**src/rtl/sipo_rx.sv**
```systemverilog
// sipo_rx: MSB-first serial-to-parallel receiver (start bit + W data bits [+ even parity]) feeding a 2-entry output FIFO.
// Latency: word is visible on o/ov one cycle after the edge that samples its final bit (when the FIFO is empty).
// Backpressure: valid/ready pop; a word completed while the FIFO is full and not popping is dropped and sets sticky ovr.
// Optional feature: define SIPO_RX_PARITY_EN to add the PAR state and the even-parity check on pe.
module sipo_rx #(
  parameter int W = 4
) (
  input  logic         c,
  input  logic         r,
  input  logic         en,
  input  logic         si,
  output logic [W-1:0] o,
  output logic         ov,
  input  logic         ordy,
  output logic         pe,
  output logic         ovr,
  output logic         busy
);

  localparam int KW = $clog2(W);
`ifdef SIPO_RX_PARITY_EN
  localparam int EW = W + 1;
`else
  localparam int EW = W;
`endif

  typedef enum logic [1:0] {
    IDLE,
    DATA
`ifdef SIPO_RX_PARITY_EN
    , PAR
`endif
  } state_t;

  state_t        state;
  logic [KW-1:0] k;
  logic [W-1:0]  sr;

  logic          push_vld;
  logic [W-1:0]  push_word;
`ifdef SIPO_RX_PARITY_EN
  logic          push_pe;
`endif

  logic [EW-1:0] mem [2];
  logic          wp;
  logic          rp;
  logic [1:0]    cnt;
  logic          pop;
  logic          full;
  logic          wr;
  logic [EW-1:0] head;

  // Decode the edge that samples a frame's final bit into a push request.
  always_comb begin
    push_vld  = 1'b0;
    push_word = sr;
`ifdef SIPO_RX_PARITY_EN
    push_pe   = 1'b0;
`endif
    if (en) begin
      case (state)
`ifdef SIPO_RX_PARITY_EN
        PAR: begin
          push_vld = 1'b1;
          push_pe  = ^{sr, si};
        end
`else
        DATA: begin
          if (k == KW'(W - 1)) begin
            push_vld  = 1'b1;
            push_word = {sr[W-2:0], si};
          end
        end
`endif
        default: ;
      endcase
    end
  end

  // Frame FSM: hunt for the start bit, shift in data MSB first, optionally take the parity bit.
  always_ff @(posedge c) begin
    if (r) begin
      state <= IDLE;
      k     <= '0;
      sr    <= '0;
    end else if (en) begin
      case (state)
        IDLE: begin
          if (si) begin
            state <= DATA;
            k     <= '0;
          end
        end
        DATA: begin
          sr <= {sr[W-2:0], si};
          k  <= k + KW'(1);
          if (k == KW'(W - 1)) begin
`ifdef SIPO_RX_PARITY_EN
            state <= PAR;
`else
            state <= IDLE;
`endif
          end
        end
        default: state <= IDLE;
      endcase
    end
  end

  assign busy = (state != IDLE);

  assign pop  = ov & ordy;
  assign full = (cnt == 2'd2);
  // A pop on the same edge frees the slot, so a push into a full FIFO still lands.
  assign wr   = push_vld & (~full | pop);

  // Two-entry FIFO with sticky overrun on a dropped word.
  always_ff @(posedge c) begin
    if (r) begin
      mem[0] <= '0;
      mem[1] <= '0;
      wp     <= 1'b0;
      rp     <= 1'b0;
      cnt    <= 2'd0;
      ovr    <= 1'b0;
    end else begin
      if (wr) begin
`ifdef SIPO_RX_PARITY_EN
        mem[wp] <= {push_pe, push_word};
`else
        mem[wp] <= push_word;
`endif
        wp <= ~wp;
      end
      if (pop) begin
        rp <= ~rp;
      end
      case ({wr, pop})
        2'b10:   cnt <= cnt + 2'd1;
        2'b01:   cnt <= cnt - 2'd1;
        default: cnt <= cnt;
      endcase
      if (push_vld && full && !pop) begin
        ovr <= 1'b1;
      end
    end
  end

  assign head = mem[rp];
  assign ov   = (cnt != 2'd0);
  assign o    = head[W-1:0];
`ifdef SIPO_RX_PARITY_EN
  assign pe   = head[W];
`else
  assign pe   = 1'b0;
`endif

endmodule
```
**config.mk**
```make
export PLATFORM = sky130hd
export DESIGN_NAME = sipo_rx
export DESIGN_NICKNAME = d
export VERILOG_FILES = /design/src/rtl/sipo_rx.sv
export SDC_FILE = /design/constraint.sdc
export NUM_CORES = 1
export LEC_CHECK = 0
export CAP_MARGIN = 5
export CORE_MARGIN = 2
export CORE_UTILIZATION = 58
export CTS_BUF_LIST = sky130_fd_sc_hd__clkbuf_8
export CTS_CLUSTER_SIZE = 8
export DETAILED_ROUTE_END_ITERATION = 12
export HOLD_SLACK_MARGIN = 0.12
export MAX_ROUTING_LAYER = met4
export PLACE_DENSITY = 0.85
export SYNTH_ARGS = -nofsm -noshare
export SYNTH_HDL_FRONTEND = slang
export SYNTH_SLANG_ARGS = --single-unit
export TNS_END_PERCENT = 100
```
**constraint.sdc**
```tcl
create_clock -name c -period 4.8 [get_ports c]
set_input_delay 0.96 -clock c [delete_from_list [all_inputs] [get_ports c]]
set_output_delay 0.96 -clock c [all_outputs]
set_load 0.02 [all_outputs]
```
**Word level (Yosys, flattened, before mapping)**

Memories as Yosys holds them, arrays and structs flattened. A register that Yosys moved wholly into a read port is not among the register bits.
Cells that the tools add are included.

- Bits in registers: 13
- Bits in writable memories: 8
- Bits of input ports: 5
- Output and inout bits: 8
- Logic and storage cells: 58
- Memories kept: 1

Memory list:

| memory | words | width | read ports | clocked after memory_dff | wr ports | line | source |
|---|---|---|---|---|---|---|---|
| mem | 2 | 4 | 1 | 1 | 2 | 45 | `logic [EW-1:0] mem [2];` |

- Add/sub/neg operators: 3
- Eq/ne operators: 7
- Mux-type cells: 22
- Bitwise logic cells: 6
- Reduce and logical (&&, ||, !) cells: 12

Operators by type and width:

| kind | number |
|---|---|
| $mux 4 | 4 |
| $mux 1 | 12 |
| $pmux 2 s2 | 3 |
| $reduce_bool 2->1 | 4 |
| $eq 2x2->1 const B | 3 |
| $mux 2 | 3 |
| $reduce_and 3->1 | 2 |
| $add 2x1->2 const B | 2 |
| $eq 2x1->1 const B | 2 |
| $ne 2x2->1 const B | 2 |
| $reduce_or 4->1 | 1 |
| $not 1->1 | 3 |
| $and 1x1->1 | 2 |
| $logic_and 1x1->1 | 2 |
| $logic_not 2->1 | 1 |
| $reduce_and 2->1 | 1 |
| $sub 2x1->2 const B | 1 |
| $logic_not 1->1 | 1 |
| $or 1x1->1 | 1 |

**Logic depth before layout (Yosys ltp)**

Gate-level depths: netlist of run 1.

- Depth after elaboration: 10
- Gate-level depth with buffers: 9
- Mapped depth without buffers: 8

**Worst setup path before layout of run 1**

No wires, ideal clock.

- Path type: input-to-reg
- Start: input port ordy
- End: register cnt[1]
- Setup time: 70 ps
- Arrival time: 2323 ps
- Data required time: 4730 ps
- Path slack: 2407 ps
- Stages: 7
- Buffers on the path: 1
- Cells stage by stage: or3b_1 -> and2_4 -> buf_6 -> inv_6 -> ha_1 -> or3_1 -> a21oi_1

- Word-level cells in the longest chain between the ends: 5
- Elaborated cells on any way between the ends: 7
- Classes of those cells: eq/ne (2); mux (1); bitwise (3); reduce/logical (1)

Ends and longest elaborated chain:

| what | line | source |
|---|---|---|
| from (decl) | 14 | `input logic ordy,` |
| $and 1x1->1 * | 113 | `assign pop = ov & ordy;` |
| $or 1x1->1 | 116 | `assign wr = push_vld & (~full \| pop);` |
| $and 1x1->1 | 116 |  |
| $eq 2x1->1 / $eq 2x2->1 (equally long branches) | 139 | `case ({wr, pop})` |
| $pmux 2 s2 / $reduce_bool 2->1 (equally long branches) | n/a |  |
| to (signal assigned) | 140 | `2'b10: cnt <= cnt + 2'd1;` |
| to (signal assigned) | 141 | `2'b01: cnt <= cnt - 2'd1;` |
| to (signal assigned) | 142 | `default: cnt <= cnt;` |
| to (decl) | 48 | `logic [1:0] cnt;` |

Every way passes the cells marked *; elsewhere a longest branch is shown, timed or not.
A chain may end at the register's enable or synchronous reset.

**Worst setup path after layout of run 1**

- Start: input port en
- End: register cnt[1]

- Word-level cells in the longest chain between the ends: 4
- Elaborated cells on any way between the ends: 6
- Classes of those cells: eq/ne (2); mux (2); bitwise (1); reduce/logical (1)

Ends and longest elaborated chain:

| what | line | source |
|---|---|---|
| from (decl) | 10 | `input logic en,` |
| $mux 1 * | 61 | `if (en) begin` |
| $and 1x1->1 * | 116 |  |
| $eq 2x1->1 / $eq 2x2->1 (equally long branches) | 139 |  |
| $pmux 2 s2 / $reduce_bool 2->1 (equally long branches) | n/a |  |

Marked as above.

==> impl_metrics.toml, run 1 <==
[power]
switching_share_pct = 19.4
combinational_power_share_pct = 5.9
p_sw_uw = 63.0
pwr_density_cell_nw_per_um2 = 313
power.leakage_nw = 0.420
irDropWorstVdd_uv = 238
design_power_total_uw = 324
pwr-share-clk_pct = 38.1
cell_internal_pwr_uw = 261
power.sequential.fraction_pct = 56.0

[synth]
count_of_warnings_emitted_by_yosys = 0
ys_top_cells_by_area = "sky130_fd_sc_hd__dfxtp_1 27%, sky130_fd_sc_hd__edfxtp_1 27%, sky130_fd_sc_hd__and3_1 5.7%"
synth.cell_area_um2 = 878
avgSynthCellArea_um2 = 11.0
synthDominantCellAreaShare_pct = 27.4
postSynthNetCount = 87
share_of_the_yosys_chip_area_belonging_to_registers_pct = 54.7
synth_cells = 80
synth.largest_area_cell = "sky130_fd_sc_hd__dfxtp_1"
synthDistinctLibCells = 31
synth_seq_cells = 20

[finish]
area.growth.synth_to_final_pct = 18.1
finish.utilization_pct = 71.3
final_cells = 107
final_layout_size_suffix_gt1_share_pct = 9.89
layout.cell_area.non_filler_um2 = 1040
seqCellArea_um2 = 480
nFillCells = 108
num-nets-final = 99
insertedDiodeCount = 0
multiInputGateArea_um2 = 363

[critical_path]
type_of_the_setup_path_with_the_least_slack = "in -> reg"
cp-end-kind = "flop"
worst-path-max-fanout = 10
critical_path.slowest_cell = "sky130_fd_sc_hd__clkdlybuf4s50_1"
slowest_delay_ns = 0.52
startpoint_type = "input port"
worstPathBufferInverterCount = 2
path_cells = "clkdlybuf4s50_1 -> and3_4 -> and2_4 -> inv_6 -> ha_1 -> or3_1 -> a21oi_1"
worst_path_dominant_cell_family = "simple AND/OR/NAND/NOR gates"
cp.arrival_ns = 2.84
worst_ep_required_time_ns = 4.97

[route]
detail_route.wirelength_mm = 1.41
drt_pre_antenna_iters = 4
detailroute.via_count = 618
via_density_per_instance = 5.78
drc_errors = 0
route.detailed.wl_per_inst_um = 13.2
iteration_0_drc_count_of_the_detailed_router = 13
drt.antenna.violating_nets = 0

[sta]
grt_setup_unrepaired = "no"
timing.final.crit_share_pct = 55.6
setup_ws_ns = 2.13
timing.hold.ws_ns = 0.476
finalSetupViolations = 0
fin_tns_setup_ns = 0
max_freq_ghz = 0.375
worstMarginPinSlew_ns = 0.554
final.min_clock_period_ns = 2.67
final-hold-violation-count = 0
finalClockSkew_ns = 0.000868
max_slew_margin_pct = 63.0
drv_slew = 0

[clock_tree]
path_clk_slew_ns = 0.07
cts_post_setup_buffers_inserted = 0
cts-buffers-inserted = 3
clk_latency_ns = 0.25
postCtsHoldBufs = 0
ctsHtreeMaxLevel = 1
cts.root.buffer_cell = "sky130_fd_sc_hd__clkbuf_8"
tritoncts_num_sinks = 20
ctsResizeCount = 0
cts_tree = "yes"
clock_path_buffers = 2

[floorplan]
pin_count = 13
die_height_um = 42.9
area_of_the_die_um2 = 1840
floorplan.die.width_um = 42.9
core_um2 = 1450
initial_utilization_pct = 60.4
number_of_rows_created_at_floorplan = 14

[placed_design]
portBuffers = 11
dpl_cell_area_um2 = 982
pre_cts_ws_ns = 1.89
place_inst = 103
routabilityCongestion = 0.698
place.detailed.hpwl_um = 968

[outcome]
outcome = "complete, no violations"

[global_routing]
grt_antenna_before_repair = 0
number_of_global_route_vias_before_repair = 572
grt_use_total_pct = 18.7
grt_remaining_overflow = 0
grt_start_max_net_pins = 16
grt_first_pass_wirelength_mm = 2.44

[worst_hold_path]
timing.hold.worst.class = "reg -> reg"

[run]
maxCapViolations = 0
-- worst min-delay path: cells and delay by family (launching register included) --
family	cells	cell delay (ns)
simple gates	1	0.07
compound gates	1	0.04
flops	1	0.33
-- cell usage in the layout (no fill, tap or decap), drive strengths merged --
master	instances
a21o	1
nor2b	1
clkbuf	4
dfxtp	12
or2	1
and3	9
mux2i	1
edfxtp	8
nand2	7
xnor2	2
a22oi	1
and2	2
o21bai	1
a31oi	1
a21oi	5
mux2	5
clkdlybuf4s50	11
nor2	8
or3b	1
conb	1
o21a	1
ha	2
o21ai	2
inv	1
or3	1
xor2	1
nor3	1
-- cells in the mapped netlist --
master                     count
sky130_fd_sc_hd__o21ai_0       2
sky130_fd_sc_hd__edfxtp_1      8
sky130_fd_sc_hd__and2_4        1
sky130_fd_sc_hd__buf_6         1
sky130_fd_sc_hd__nand2_1       7
sky130_fd_sc_hd__a22oi_1       1
sky130_fd_sc_hd__and3_4        1
sky130_fd_sc_hd__xor2_1        1
sky130_fd_sc_hd__mux2i_1       1
sky130_fd_sc_hd__buf_4         1
sky130_fd_sc_hd__nor3_1        1
sky130_fd_sc_hd__mux2_1        4
sky130_fd_sc_hd__a21o_1        1
sky130_fd_sc_hd__clkbuf_1      2
sky130_fd_sc_hd__a21oi_1       5
sky130_fd_sc_hd__or2_1         1
sky130_fd_sc_hd__mux2_4        1
sky130_fd_sc_hd__nor2_1        8
sky130_fd_sc_hd__o21a_2        1
sky130_fd_sc_hd__o21bai_1      1
sky130_fd_sc_hd__and3_1        8
sky130_fd_sc_hd__a31oi_1       1
sky130_fd_sc_hd__or3b_1        1
sky130_fd_sc_hd__inv_6         1
sky130_fd_sc_hd__dfxtp_1      12
sky130_fd_sc_hd__or3_1         1
sky130_fd_sc_hd__and2_1        1
sky130_fd_sc_hd__nor2b_1       1
sky130_fd_sc_hd__xnor2_1       2
sky130_fd_sc_hd__conb_1        1
sky130_fd_sc_hd__ha_1          2
-- power by group through the flow --
stage / registers [mW] / logic [mW] / clock network (mW)
2_1_floorplan: 0.186 / 0.00993 / 0
3_3_place_gp: 0.185 / 0.0187 / 0
3_5_place_dp: 0.185 / 0.0191 / 0
4_1_cts: 0.182 / 0.0192 / 0.125
5_1_grt: 0.182 / 0.0210 / 0.132
6_report: 0.182 / 0.0192 / 0.123
-- metal layers --
metal | share of wire (%) | GRT usage [%] | up-vias
li1 | - | - | 300
met1 | 40 | 21.1 | 281
met2 | 53 | 32.1 | 29
met3 | 5.0 | 3.83 | 8
met4 | 2.4 | 7.50 | 0
met5 | 0 | - | -
-- registers in the layout (all words and copies together) (netlist names), named ones only --
signal,count
mem,8
sr,3
cnt,2
k,2
ovr,1
rp,1
state,1
wp,1
-- worst paths after layout --
kind / start / endpoint / slack [ns] / depth (start not counted)
hold / removal: ovr$_SDFFE_PP0P_ / ovr$_SDFFE_PP0P_ / 0.48 / 2
hold reg to reg: ovr$_SDFFE_PP0P_ / ovr$_SDFFE_PP0P_ / 0.48 / 2
setup reg to reg: k[0]$_SDFFE_PP0P_ / cnt[1]$_SDFFE_PP0P_ / 2.87 / 7
setup / recovery: en / cnt[1]$_SDFFE_PP0P_ / 2.13 / 7
-- area by class of cell --
class | count | share of cell area (%)
inverter | 1 | 0.844
tap | 16 | 1.93
multi-input combinational | 55 | 35.0
sequential | 20 | 46.3
clock buffer | 4 | 5.31
timing repair buffer | 11 | 10.6
-- cells by family after synthesis --
family	Yosys count	synth area share, %
simple gates	31	18.8
compound gates	12	8.26
xor+xnor	3	2.99
buf+inv	5	3.99
mux	6	7.98
flops	20	54.7
fa+ha+maj	2	2.85
other cells	1	0.427
Note: power is estimated with default switching activity, not from simulation.
==> inputs of run 2 (changes only) <==
--- a/config.mk
+++ b/config.mk
@@ -6,14 +6,15 @@
 export NUM_CORES = 1
 export LEC_CHECK = 0
 export CAP_MARGIN = 5
+export CORE_ASPECT_RATIO = 1.25
 export CORE_MARGIN = 2
-export CORE_UTILIZATION = 58
+export CORE_UTILIZATION = 49
 export CTS_BUF_LIST = sky130_fd_sc_hd__clkbuf_8
 export CTS_CLUSTER_SIZE = 8
 export DETAILED_ROUTE_END_ITERATION = 12
 export HOLD_SLACK_MARGIN = 0.12
 export MAX_ROUTING_LAYER = met4
-export PLACE_DENSITY = 0.85
+export PLACE_DENSITY = 0.76
 export SYNTH_ARGS = -nofsm -noshare
 export SYNTH_HDL_FRONTEND = slang
 export SYNTH_SLANG_ARGS = --single-unit
==> constraint.sdc (replaced) <==
create_clock -name c -period 2.35 [get_ports c]
set_input_delay 0.47 -clock c [delete_from_list [all_inputs] [get_ports c]]
set_output_delay 0.47 -clock c [all_outputs]
set_load 0.02 [all_outputs]
==> run 2 against run 1 <==
- register-to-register slack worse by 2.3 ns
- non-clock buffer count rose by 3
- sequential share of layout area shrank 0.72 points
- sequential power grew 100%
- core utilization shrank 10 points
- final area up 1.6%
- critical path type unchanged
- largest cell class unchanged
- largest power group unchanged
==> impl_metrics.toml, run 2 (same netlist as run 1, synthesis figures left out) <==
[sta]
final.min_clock_period_ns = 2.05
max_freq_ghz = 0.487
finalClockSkew_ns = 0.00345
drv_slew = 0
final-hold-violation-count = 0
fin_tns_setup_ns = 0
finalSetupViolations = 0
grt_setup_unrepaired = "no"
timing.final.crit_share_pct = 87.3

[power]
power.leakage_nw = 0.432
pwr_density_cell_nw_per_um2 = 596
design_power_total_uw = 628
irDropWorstVdd_uv = 412

[critical_path]
worstPathBufferInverterCount = 2
cp.arrival_ns = 2.23
worst_ep_required_time_ns = 2.53
path_cells = "clkdlybuf4s50_1 -> or3b_1 -> and2_4 -> inv_6 -> ha_1 -> or3_1 -> a21oi_1"
critical_path.slowest_cell = "sky130_fd_sc_hd__clkdlybuf4s50_1"
worst_path_dominant_cell_family = "simple AND/OR/NAND/NOR gates"
worst-path-max-fanout = 10
startpoint_type = "input port"
slowest_delay_ns = 0.43
type_of_the_setup_path_with_the_least_slack = "in -> reg"
cp-end-kind = "flop"

[finish]
nFillCells = 148
layout_commonest_cell = "sky130_fd_sc_hd__dfxtp_1"
largest_register_ff_count = 8
seqCellArea_um2 = 480
final_cells = 113
mostFrequentLayoutCells = "12 x sky130_fd_sc_hd__dfxtp_1, 11 x sky130_fd_sc_hd__clkdlybuf4s50_1, 8 x sky130_fd_sc_hd__nor2_1, 8 x sky130_fd_sc_hd__and3_1, 8 x sky130_fd_sc_hd__edfxtp_1"
largestRegisters = "mem: 8 flops, sr: 3 flops"
final_layout_size_suffix_gt1_share_pct = 11.7
area.growth.synth_to_final_pct = 19.9
multiInputGateArea_um2 = 363
layout.cell_area.non_filler_um2 = 1050
insertedDiodeCount = 0
max_flop_register = "mem"
num-nets-final = 102

[placed_design]
place.detailed.hpwl_um = 972
portBuffers = 11
routabilityCongestion = 0.740
dpl_cell_area_um2 = 1010
place_inst = 109

[route]
drt.antenna.violating_nets = 0
via_density_per_instance = 5.18
drt_pre_antenna_iters = 2
detail_route.wirelength_mm = 1.27
drc_errors = 0
route.detailed.wl_per_inst_um = 11.2
iteration_0_drc_count_of_the_detailed_router = 8
detailroute.via_count = 585

[clock_tree]
cts_tree = "yes"
clk_latency_ns = 0.25
tritoncts_num_sinks = 20
path_clk_slew_ns = 0.07
postCtsHoldBufs = 0
clock_path_buffers = 2
cts.root.buffer_cell = "sky130_fd_sc_hd__clkbuf_8"
ctsResizeCount = 0
cts-buffers-inserted = 3
ctsHtreeMaxLevel = 1
cts_post_setup_buffers_inserted = 0

[floorplan]
pin_count = 13
initial_utilization_pct = 51.0
number_of_rows_created_at_floorplan = 17
floorplan.die.width_um = 41.9
core_um2 = 1720
die_height_um = 51.3
area_of_the_die_um2 = 2150

[global_routing]
grt_antenna_before_repair = 0
grt_remaining_overflow = 0
grt_first_pass_wirelength_mm = 2.39
number_of_global_route_vias_before_repair = 562
grt_use_total_pct = 15.4
grt_start_max_net_pins = 12

[run]
maxCapViolations = 0

[outcome]
outcome = "complete, no violations"

[worst_hold_path]
timing.hold.worst.class = "reg -> reg"
run 2: cell types whose count changed in the layout (fill, tap and decap cells not counted), sizes merged:
| cell | previous run | this run |
|---|---|---|
| inv | 1 | 2 |
| clkbuf | 4 | 3 |
| buf | 0 | 3 |
run 2: cell type report:
class                   instances  area share (%)
multi-input cells              55            34.4
well taps                      19            2.26
flip-flops and latches         20            45.6
clock inverters                 1           0.356
clock buffers                   3            3.92
inverters                       1           0.831
repair buffers                 14            12.6
run 2: metrics by stage:
step	util, %	hold WS [ns]	setup WS (ns)
6_report	61.1	0.486	0.298
5_1_grt	61.1	0.505	0.216
4_1_cts	61.1	0.489	0.305
3_5_place_dp	58.5	0.477	0.0518
3_3_place_gp	58.5	0.455	0.0811
2_1_floorplan	-	0.434	0.447
run 2: power breakdown:
part	leakage [nW]	internal, mW	switching [mW]
logic	0.226	0.0196	0.0214
registers	0.180	0.367	0.00379
clock network	0.0269	0.116	0.100
total	0.432	0.503	0.125
run 2: path summary, 6_finish.rpt:
path                                         start             endpoint  slack, ns  depth (start not counted)
worst min register to register  sr[0]$_SDFFE_PP0P_   sr[0]$_SDFFE_PP0P_       0.49                          2
worst max register to register   k[0]$_SDFFE_PP0P_  cnt[1]$_SDFFE_PP0P_       0.54                          7
worst max-delay path                          ordy  cnt[1]$_SDFFE_PP0P_       0.30                          7
worst min-delay path            sr[0]$_SDFFE_PP0P_   sr[0]$_SDFFE_PP0P_       0.49                          2
run 2: tightest hold or removal path: cells and delay by family (launching register included):
family / cells / cell delay [ns]
flip-flops: 1 / 0.33
AND/OR/NAND/NOR: 1 / 0.06
AO/OA/AOI/OAI: 1 / 0.05
run 2: per-layer routing:
layer | global-route usage [%] | vias up | share of wire (%)
li1 | - | 303 | -
met1 | 17.4 | 269 | 44
met2 | 25.0 | 11 | 51
met3 | 2.12 | 2 | 3.6
met4 | 11.3 | 0 | 1.1
met5 | - | - | 0
